## config.mk

```make
export PLATFORM = sky130hd
export DESIGN_NAME = fetch_buffer
export DESIGN_NICKNAME = d
export VERILOG_FILES = /design/src/rtl/fetch_buffer.sv
export SDC_FILE = /design/constraint.sdc
export NUM_CORES = 1
export LEC_CHECK = 0
export BUFFER_PORTS_ARGS = -buffer_cell sky130_fd_sc_hd__buf_2
export CORE_MARGIN = 2
export CORE_UTILIZATION = 35
export CTS_BUF_LIST = sky130_fd_sc_hd__clkbuf_8
export DETAILED_ROUTE_END_ITERATION = 16
export PLACE_DENSITY = 0.59
export SYNTH_ARGS = -nofsm -noshare
export SYNTH_HDL_FRONTEND = slang
export SYNTH_SLANG_ARGS = --single-unit
```

## constraint.sdc

```tcl
create_clock -name clk -period 8.5 [get_ports clk]
set_clock_uncertainty 0.2 [all_clocks]
set_input_delay 0.425 -clock clk [delete_from_list [all_inputs] [get_ports clk]]
set_output_delay 0.425 -clock clk [all_outputs]
set_load 0.005 [all_outputs]
```

## src/rtl/fetch_buffer.sv

```systemverilog
// Fetch-to-decode instruction buffer: a circular FIFO of {pc, inst, excp, ecode}
// with flush on redirect and a NOP presented to decode whenever it is empty.
module fetch_buffer #(
  parameter int unsigned DEPTH = 8
) (
  input  logic                     clk,
  input  logic                     rst,
  input  logic                     flush,
  input  logic                     in_valid,
  output logic                     in_ready,
  input  logic [31:0]              in_pc,
  input  logic [31:0]              in_inst,
  input  logic                     in_excp,
  input  logic [5:0]               in_ecode,
  output logic                     out_valid,
  input  logic                     out_ready,
  output logic [31:0]              out_pc,
  output logic [31:0]              out_inst,
  output logic                     out_excp,
  output logic [5:0]               out_ecode,
  output logic [$clog2(DEPTH):0]   count
);

  localparam int unsigned PtrW = $clog2(DEPTH);
  localparam int unsigned CntW = PtrW + 1;
  localparam logic [31:0] NopInst = 32'h0340_0000;
  localparam logic [CntW-1:0] FullCount = CntW'(DEPTH);

  // Payload storage carries no reset; only the pointers and count qualify it.
  logic [31:0] pc_mem    [DEPTH];
  logic [31:0] inst_mem  [DEPTH];
  logic        excp_mem  [DEPTH];
  logic [5:0]  ecode_mem [DEPTH];

  logic [PtrW-1:0] rd_ptr_q, rd_ptr_d;
  logic [PtrW-1:0] wr_ptr_q, wr_ptr_d;
  logic [CntW-1:0] count_q, count_d;

  logic empty;
  logic full;
  logic push;
  logic pop;

  assign empty = (count_q == '0);
  assign full  = (count_q == FullCount);

  // Readiness ignores out_ready: a full buffer refuses even if it pops this cycle.
  assign in_ready  = !full;
  assign out_valid = !empty;
  assign count     = count_q;

  assign push = in_valid && !full && !flush;
  assign pop  = !empty && out_ready && !flush;

  always_comb begin
    rd_ptr_d = rd_ptr_q;
    wr_ptr_d = wr_ptr_q;
    count_d  = count_q;
    if (flush) begin
      rd_ptr_d = '0;
      wr_ptr_d = '0;
      count_d  = '0;
    end else begin
      if (push) begin
        wr_ptr_d = wr_ptr_q + PtrW'(1);
      end
      if (pop) begin
        rd_ptr_d = rd_ptr_q + PtrW'(1);
      end
      if (push && !pop) begin
        count_d = count_q + CntW'(1);
      end else if (pop && !push) begin
        count_d = count_q - CntW'(1);
      end
    end
  end

  always_ff @(posedge clk) begin
    if (rst) begin
      rd_ptr_q <= '0;
      wr_ptr_q <= '0;
      count_q  <= '0;
    end else begin
      rd_ptr_q <= rd_ptr_d;
      wr_ptr_q <= wr_ptr_d;
      count_q  <= count_d;
    end
  end

  // Reset does not gate the write: a stale write is harmless since count is cleared.
  always_ff @(posedge clk) begin
    if (push) begin
      pc_mem[wr_ptr_q]    <= in_pc;
      inst_mem[wr_ptr_q]  <= in_inst;
      excp_mem[wr_ptr_q]  <= in_excp;
      ecode_mem[wr_ptr_q] <= in_ecode;
    end
  end

  always_comb begin
    out_pc    = '0;
    out_inst  = NopInst;
    out_excp  = 1'b0;
    out_ecode = '0;
    if (!empty) begin
      out_pc    = pc_mem[rd_ptr_q];
      out_inst  = inst_mem[rd_ptr_q];
      out_excp  = excp_mem[rd_ptr_q];
      out_ecode = ecode_mem[rd_ptr_q];
    end
  end

endmodule

```

### Yosys cells after proc, flatten, opt, wreduce, memory -nomap -nowiden

Memory sizes are Yosys's and may differ from the RTL's. A register that Yosys moved wholly into a read port is not among the register bits.
Cells that the tools add are included.

| cells by class | value |
|---|---|
| equal/unequal tests | 1 |
| bitwise operators | 0 |
| add/subtract/negate cells | 4 |
| mux-type cells | 16 |
| reductions and logical operators | 14 |
| shift operators | 0 |
| div/mod/pow operators | 0 |
| multipliers | 0 |
| $lt $le $gt $ge | 0 |

Operators with widths:

| cell | count |
|---|---|
| 32-bit two-way mux | 2 |
| 3-bit two-way mux | 8 |
| 4-bit two-way mux | 2 |
| 3-bit by 1-bit adder with 3-bit output, second input constant | 2 |
| 1-bit logical AND | 6 |
| 6-bit two-way mux | 1 |
| 1-bit zero test | 5 |
| 4-bit by 1-bit adder with 4-bit output, second input constant | 1 |
| 4-bit == test, second input constant | 1 |
| 4-bit zero test | 1 |
| 4-bit by 1-bit subtractor with 4-bit output, second input constant | 1 |
| 1-bit two-way mux | 3 |
| 2-bit nonzero test | 1 |
| 2-bit OR reduction | 1 |

| word-level totals | value |
|---|---|
| output and inout bits | 77 |
| latch bits | 0 |
| word-level logic and storage cells | 42 |
| memory bits (read-only) | 0 |
| register bits | 10 |
| RAM bits | 568 |
| memories | 4 |
| bits of input ports | 76 |

Memories:

| name | words | bits a word | read ports | clocked after memory_dff | write ports | RTL line | RTL |
|---|---|---|---|---|---|---|---|
| inst_mem | 8 | 32 | 1 | 1 | 1 | 31 | `logic [31:0] inst_mem [DEPTH];` |
| pc_mem | 8 | 32 | 1 | 1 | 1 | 30 | `logic [31:0] pc_mem [DEPTH];` |
| ecode_mem | 8 | 6 | 1 | 1 | 1 | 33 | `logic [5:0] ecode_mem [DEPTH];` |
| excp_mem | 8 | 1 | 1 | 1 | 1 | 32 | `logic excp_mem [DEPTH];` |

### Depth between registers and ports, before layout

Gate-level depths: netlist (run 1).

| logic depth | value |
|---|---|
| depth after elaboration | 8 |
| gate-level depth with buffers | 10 |
| mapped depth without buffers | 10 |

### Least setup slack after synthesis (run 1)

Ideal clock, no wire load.

| timing | value |
|---|---|
| kind | register -> register |
| from | register count_q[0] (netlist: count[0]) |
| to | memory ecode_mem[1][0], enable pin |
| stages on the path, launching flop included | 6 |
| arrival time | 5.863 ns |
| data required time | 7.712 ns |
| setup slack | 1.849 ns |
| path through | dfxtp_1 -> or4b_4 -> and3b_1 -> buf_6 -> nand2_1 -> nor3_1 |

| between the ends | value |
|---|---|
| word-level cells in the longest chain between the ends | 6 |

Ends and longest elaborated chain:

| item | RTL line | RTL |
|---|---|---|
| from (decl) | 37 | `logic [CntW-1:0] count_q, count_d;` |
| from (signal assigned) | 86 | `count_q <= count_d;` |
| 4-bit == test | 45 | `assign full = (count_q == FullCount);` |
| 1-bit zero test | -- |  |
| via in_ready | 10 | `output logic in_ready,` |
| 1-bit logical AND (2 in a row) | 52 | `assign push = in_valid && !full && !flush;` |
| via push | 41 | `logic push;` |
| 1-bit two-way mux | 92 | `if (push) begin` |
| 1-bit two-way mux (not written as such) | 96 | `ecode_mem[wr_ptr_q] <= in_ecode;` |
| to (decl) | 33 |  |

The timed path passes the listed nets, and every way through them passes these cells.

==> results of run 1 <==
[final cells by class]
class / count / area, um^2 / share of cell area, %
clock buffer: 94 / 1290 / 4.90
clock inverter: 76 / 355 / 1.35
timing repair buffer: 250 / 1700 / 6.45
tap: 846 / 1060 / 4.01
inverter: 4 / 15.0 / 0.0569
multi-input combinational: 339 / 4640 / 17.6
sequential: 581 / 17300 / 65.7
[registers in the layout, indices dropped and copies added, names as in the netlist, named ones only]
name,count
pc_mem,256
ecode_mem,48
rd_ptr_q,3
inst_mem,256
excp_mem,8
count,4
wr_ptr_q,3
[cells in the final DEF, fill, tap and decap left out, drive strengths merged, types with 4 or more instances in the layout]
| cell type | n |
|---|---|
| nor2 | 86 |
| clkbuf | 94 |
| clkinv | 40 |
| ha | 5 |
| mux2i | 74 |
| edfxtp | 568 |
| dlygate4sd3 | 77 |
| nand2b | 4 |
| inv | 36 |
| nand2 | 5 |
| mux4 | 142 |
| buf | 173 |
| dfxtp | 13 |
| xnor2 | 4 |
[metrics by stage]
| stage | hold slack [ps] | power (uW) | util [%] | setup WS, ps |
|---|---|---|---|---|
| after CTS | 285 | 5670 | 42.0 | 4270 |
| after global routing | 330 | 5810 | 42.0 | 4080 |
| final | 314 | 5590 | 42.0 | 4500 |
| after floorplan | 290 | 3360 | - | 1850 |
| after global placement | 302 | 3480 | 38.1 | 4980 |
| after detailed placement | 304 | 3490 | 38.1 | 5010 |
[worst max-delay path: cells and delay by family, from the launching register on]
kind | cells | cell delay (ps)
buffers and inverters | 2 | 920
flip-flops | 1 | 750
multiplexers | 2 | 840
AND/OR/NAND/NOR | 1 | 80
[layer usage]
| layer | wire length, um | up-vias | track usage, % |
|---|---|---|---|
| met5 | 13 | - | 0 |
| met4 | 836 | 2 | 4.92 |
| met3 | 2230 | 57 | 3.08 |
| met2 | 24100 | 259 | 24.7 |
| met1 | 20200 | 5503 | 18.6 |
| li1 | - | 4646 | - |
[cells by family (layout without fill, tap and decap cells)]
| kind of cell | after synthesis | in the layout |
|---|---|---|
| flip-flops | 581 | 581 |
| AO/OA/AOI/OAI | 6 | 6 |
| multiplexers | 216 | 216 |
| adder cells (fa/ha/maj) | 6 | 6 |
| XOR/XNOR | 5 | 5 |
| AND/OR/NAND/NOR | 106 | 106 |
| buffers and inverters | 54 | 424 |
[where the power goes]
part           total, uW  internal (uW)  switching, uW
Combinational        273            119            154
Clock               2140           1060           1070
Sequential          3180           3170           9.06
Total               5590           4350           1240
[path summary, 6_finish.rpt]
| check | startpoint | end | slack, ps |
|---|---|---|---|
| setup / recovery | register | out_inst[18] | 4500 |
| hold reg to reg | rd_ptr_q[2] | register | 310 |
| hold / removal | rd_ptr_q[2] | register | 310 |
| setup reg to reg | count[0] | inst_mem[2][20] | 5180 |
==> reports/metrics.yaml, run 1 <==
outcome:
  outcome: "finished, final reports clean"
routing:
  drt_iter0_markers: 641
  route.detailed.drc: 0
  detail-route-antenna-nets: 0
  route.vias.total: 10500
  viasPerCell: 4.78
  post_drt_wl_per_cell_um: 21.6
  routed_wirelength_mm: 47.4
  drt-pass1-iter-count: 5
logic_synthesis:
  netlist_top_cells_area: "sky130_fd_sc_hd__edfxtp_1 (77%), sky130_fd_sc_hd__mux4_2 (14%), sky130_fd_sc_hd__mux2i_1 (3.3%)"
  synth_mux_area_share_pct: 17.8
  post-synth-top-count-cell: "sky130_fd_sc_hd__edfxtp_1"
  syn_avg_cell_area_um2: 22.8
  number_of_flops_mapped_to_enable_cells_by_yosys: 568
  yosysTopAreaCellShare_pct: 76.9
  synth.net_count: 1056
  synth_top_cells_by_count: "sky130_fd_sc_hd__edfxtp_1 (568), sky130_fd_sc_hd__mux4_2 (142), sky130_fd_sc_hd__nor2_1 (86)"
  synth_sequential_area_ratio_pct: 78.1
  yosys.area_share.simple_pct: 2.14
  compound_gate_fraction_of_synth_area_pct: 0.198
  mappedNetlistArea_um2: 22200
  ys.flop_type: "sky130_fd_sc_hd__edfxtp_1"
  netlist-cell-type-count: 33
  synth_seq_cells: 581
  async_flop_share_pct: 0
  syn-instance-count: 974
  post-synth-top-area-cell: "sky130_fd_sc_hd__edfxtp_1"
  main_combinational_cell_family_by_area_after_synthesis: "multiplexers"
  yosys.area_share.adder_pct: 0.373
  synthXorXnorAreaFrac_pct: 0.198
  synthesis.yosys.warnings: 0
floorplan:
  boundaryPins: 153
  die_area_um2: 65400
  start_util_pct: 35.3
  die_h_um: 256
  die_w_um: 256
  core.rowCount: 92
  floorplan.core_area_um2: 62900
sta:
  period_minus_slack_ps: 4000
  worstMarginPinSlew_ps: 1110
  final-hold-violation-count: 0
  finalCritPeriodShare_pct: 47.0
  final.setup.tns_ps: 0
  slew_headroom_pct: 25.9
  max_clock_freq_mhz: 250
  setup-violations-final: 0
  grt_setup_unrepaired: "false"
  maxSlewViolCount: 0
final_layout:
  share_of_layout_cells_above_drive_strength_1_pct: 33.0
  design.final.nets: 1352
  antenna_cells: 0
  stdcell_area_um2: 26400
  fillers: 5617
  final_cells: 2190
  syn2layout_area_growth_pct: 19.1
clock_tree:
  cts_setup_buffers: 0
  cts_htree_levels: 3
  clk_path_buf_depth: 3
  cts_hold_buffers: 77
  cts_resized: 0
  tritoncts: "yes"
  clock_insertion_delay_at_the_later_pin_of_the_skew_report_ps: 680
  cts-buffers-inserted: 94
  clk_pin_slew_worst_paths_ps: 60
  ctsRootBufferMaster: "sky130_fd_sc_hd__clkbuf_8"
  clkSinkCount: 581
global_routing:
  first_global_vias: 11400
  grt_first_pass_wirelength_mm: 71.1
  grt_max_degree: 115
  antenna_found_initial: 1
  grt_usage_pct: 14.5
  grt-ovfl-total: 0
placement:
  dp.final_hpwl_mm: 23.9
  post_dp_cell_area_um2: 24000
  finalWeightedCongestion: 0.694
  io_port_bufs: 152
  place_inst: 1943
power:
  powerDensity_nw_per_um2: 212
  vdd_drop_max_uv: 106
  leakage_uw: 0.00842
setup_path:
  path_max_fanout: 114
  crit_path_top_delay_cell: "sky130_fd_sc_hd__buf_12"
  cell_chain_critical_path: "buf_12 > mux4_2 > mux2i_1 > nor2_1 > buf_2"
  timing.critical_path.arrival_ps: 3370
  ff_to_ff_path_depth: 5
  crit_required_ps: 7880
  slowest_delay_ps: 770
  critical_path.startpoint_type: "register"
  critPathKind: "reg -> out"
  worst_setup_path_end_kind: "output port"
hold_path:
  hold-path-cell-count: 2
  hold_class: "reg -> reg"
job:
  cap_violations: 0
(Power assumes the default switching activity.)
==> run 2: changes to the inputs <==
==> constraint.sdc (replaced) <==
create_clock -name clk -period 3.95 [get_ports clk]
set_clock_uncertainty 0.2 [all_clocks]
set_input_delay 0.1975 -clock clk [delete_from_list [all_inputs] [get_ports clk]]
set_output_delay 0.1975 -clock clk [all_outputs]
set_load 0.005 [all_outputs]
==> reports/metrics.yaml, run 2 (synthesis results as in run 1) <==
floorplan:
  start_util_pct: 35.3
  die_w_um: 256
  core.rowCount: 92
  die_h_um: 256
  floorplan.core_area_um2: 62900
  boundaryPins: 153
  die_area_um2: 65400
hold_path:
  hold-path-cell-count: 2
  holdCritStartpoint: "in_inst[9]"
  hold_class: "in -> reg"
  timing.hold.worst_endpoint: "inst_mem[1][9]"
setup_path:
  cp.depth: 5
  ff_to_ff_path_depth: 9
  timing.critical_path.arrival_ps: 2870
  cell_chain_critical_path: "buf_12 > mux4_2 > mux2i_1 > nor2_1 > buf_2"
  reg2reg_from: "count[1]"
  critPathKind: "reg -> out"
  worst-path-buf-inv: 2
  crit_path_top_delay_cell: "sky130_fd_sc_hd__dfxtp_4"
  path_max_fanout: 41
  worst_setup_path_end_kind: "output port"
  critical_path.reg2reg.endpoint: "count[3]"
  slowest_delay_ps: 680
  critical-path-top-delay-family: "multiplexers"
  crit_required_ps: 3550
  worst-r2r-setup-slack_ps: 1050
  critical_path.startpoint_type: "register"
sta:
  period_minus_slack_ps: 3260
  grt_setup_unrepaired: "false"
  finalCritPeriodShare_pct: 82.6
  setup-violations-final: 0
  maxSlewViolCount: 0
  max_clock_freq_mhz: 306
  worst_slack_ps: 686
  final-hold-violation-count: 0
  timing.hold.ws_ps: 117
  worstMarginPinSlew_ps: 1030
  slew_headroom_pct: 31.5
power:
  pwr-share-clk_pct: 39.2
  power.share.sequential_pct: 55.9
  net-switching-power_uw: 2720
  post-layout-total-power_uw: 12200
  switching_share_pct: 22.2
  leakage_uw: 0.00856
  vdd_drop_max_uv: 324
  powerDensity_nw_per_um2: 458
  combPwrFrac_pct: 4.9
  internal_pwr_total_uw: 9500
clock_tree:
  clock_insertion_delay_at_the_later_pin_of_the_skew_report_ps: 680
  clk_pin_slew_worst_paths_ps: 60
  cts_htree_levels: 3
  tritoncts: "yes"
  clkSinkCount: 581
  clk_path_buf_depth: 3
  ctsRootBufferMaster: "sky130_fd_sc_hd__clkbuf_8"
  cts-buffers-inserted: 96
  cts_hold_buffers: 78
  cts_resized: 0
  cts_setup_buffers: 0
routing:
  viasPerCell: 4.84
  route.vias.total: 10600
  post_drt_wl_per_cell_um: 21.2
  drt-pass1-iter-count: 5
  routed_wirelength_mm: 46.6
  route.detailed.drc: 0
  drt_iter0_markers: 669
  detail-route-antenna-nets: 0
final_layout:
  share_of_layout_cells_above_drive_strength_1_pct: 33.3
  final_cell_mix: "sky130_fd_sc_hd__edfxtp_1 (568), sky130_fd_sc_hd__buf_2 (152), sky130_fd_sc_hd__mux4_2 (142)"
  design.final.nets: 1358
  biggest_registers_after_layout: "inst_mem (256), pc_mem (256), ecode_mem (48)"
  layout.cells.most_common: "sky130_fd_sc_hd__edfxtp_1"
  syn2layout_area_growth_pct: 20.4
global_routing:
  first_global_vias: 11500
  antenna_found_initial: 7
  grt-ovfl-total: 0
  grt_usage_pct: 14.3
  grt_first_pass_wirelength_mm: 70.6
  grt_max_degree: 72
placement:
  finalWeightedCongestion: 0.707
  place_ws_ps: 1070
  dp.final_hpwl_mm: 24.8
  io_port_bufs: 152
job:
  cap_violations: 0
outcome:
  outcome: "finished, final reports clean"
[run 2: cell types whose count changed in the layout (fill, tap and decap cells not counted), sizes merged]
cell,change
diode,+1
inv,+12
bufinv,+1
clkbuf,+2
dlygate4sd3,+1
clkinv,-9
buf,+3
clkinvlp,-3
[run 2: per-layer routing]
layer,up-vias,part of all wire [%],track usage [%]
met5,-,0.11,0
met4,8,2.0,4.27
met3,90,5.3,3.40
met2,288,50,24.0
met1,5579,42,18.6
li1,4674,-,-
[run 2: worst max-delay path by stage]
stage | startpoint | end | slack, ps
floorplan | count[0] | ecode_mem[7][0] | -790
CTS | register | out_inst[17] | 530
global placement | count[1] | count[3] | 1100
global route | register | out_inst[17] | 440
detailed placement | count[0] | inst_mem[2][21] | 1070
finish | register | out_inst[17] | 690
[run 2: layout make-up]
cell class	instances	area [um^2]
clock inverter	77	417
multi-input combinational	339	4650
antenna	1	2.50
timing repair buffer	254	1900
clock buffer	96	1320
inverter	4	15.0
fill	5533	36200
sequential	581	17300
tap	846	1060
[run 2: power groups by stage]
stage	sequential (uW)	clock, uW	combinational, uW
2_1_floorplan	6970	0	255
3_3_place_gp	6960	0	537
3_5_place_dp	6960	0	547
4_1_cts	6840	4950	616
5_1_grt	6840	5220	662
6_report	6840	4780	599
[run 2: through the flow]
stage                     cells  util (%)  TNS [ps]  area [um^2]
after global routing       2198      42.5         0        26700
after detailed placement   1946      38.5         0        24200
final                      2198      42.5         0        26700
after CTS                  2197      42.5         0        26700
after global placement     1946      38.5         0        24200
after floorplan             974         -   -408880        22200
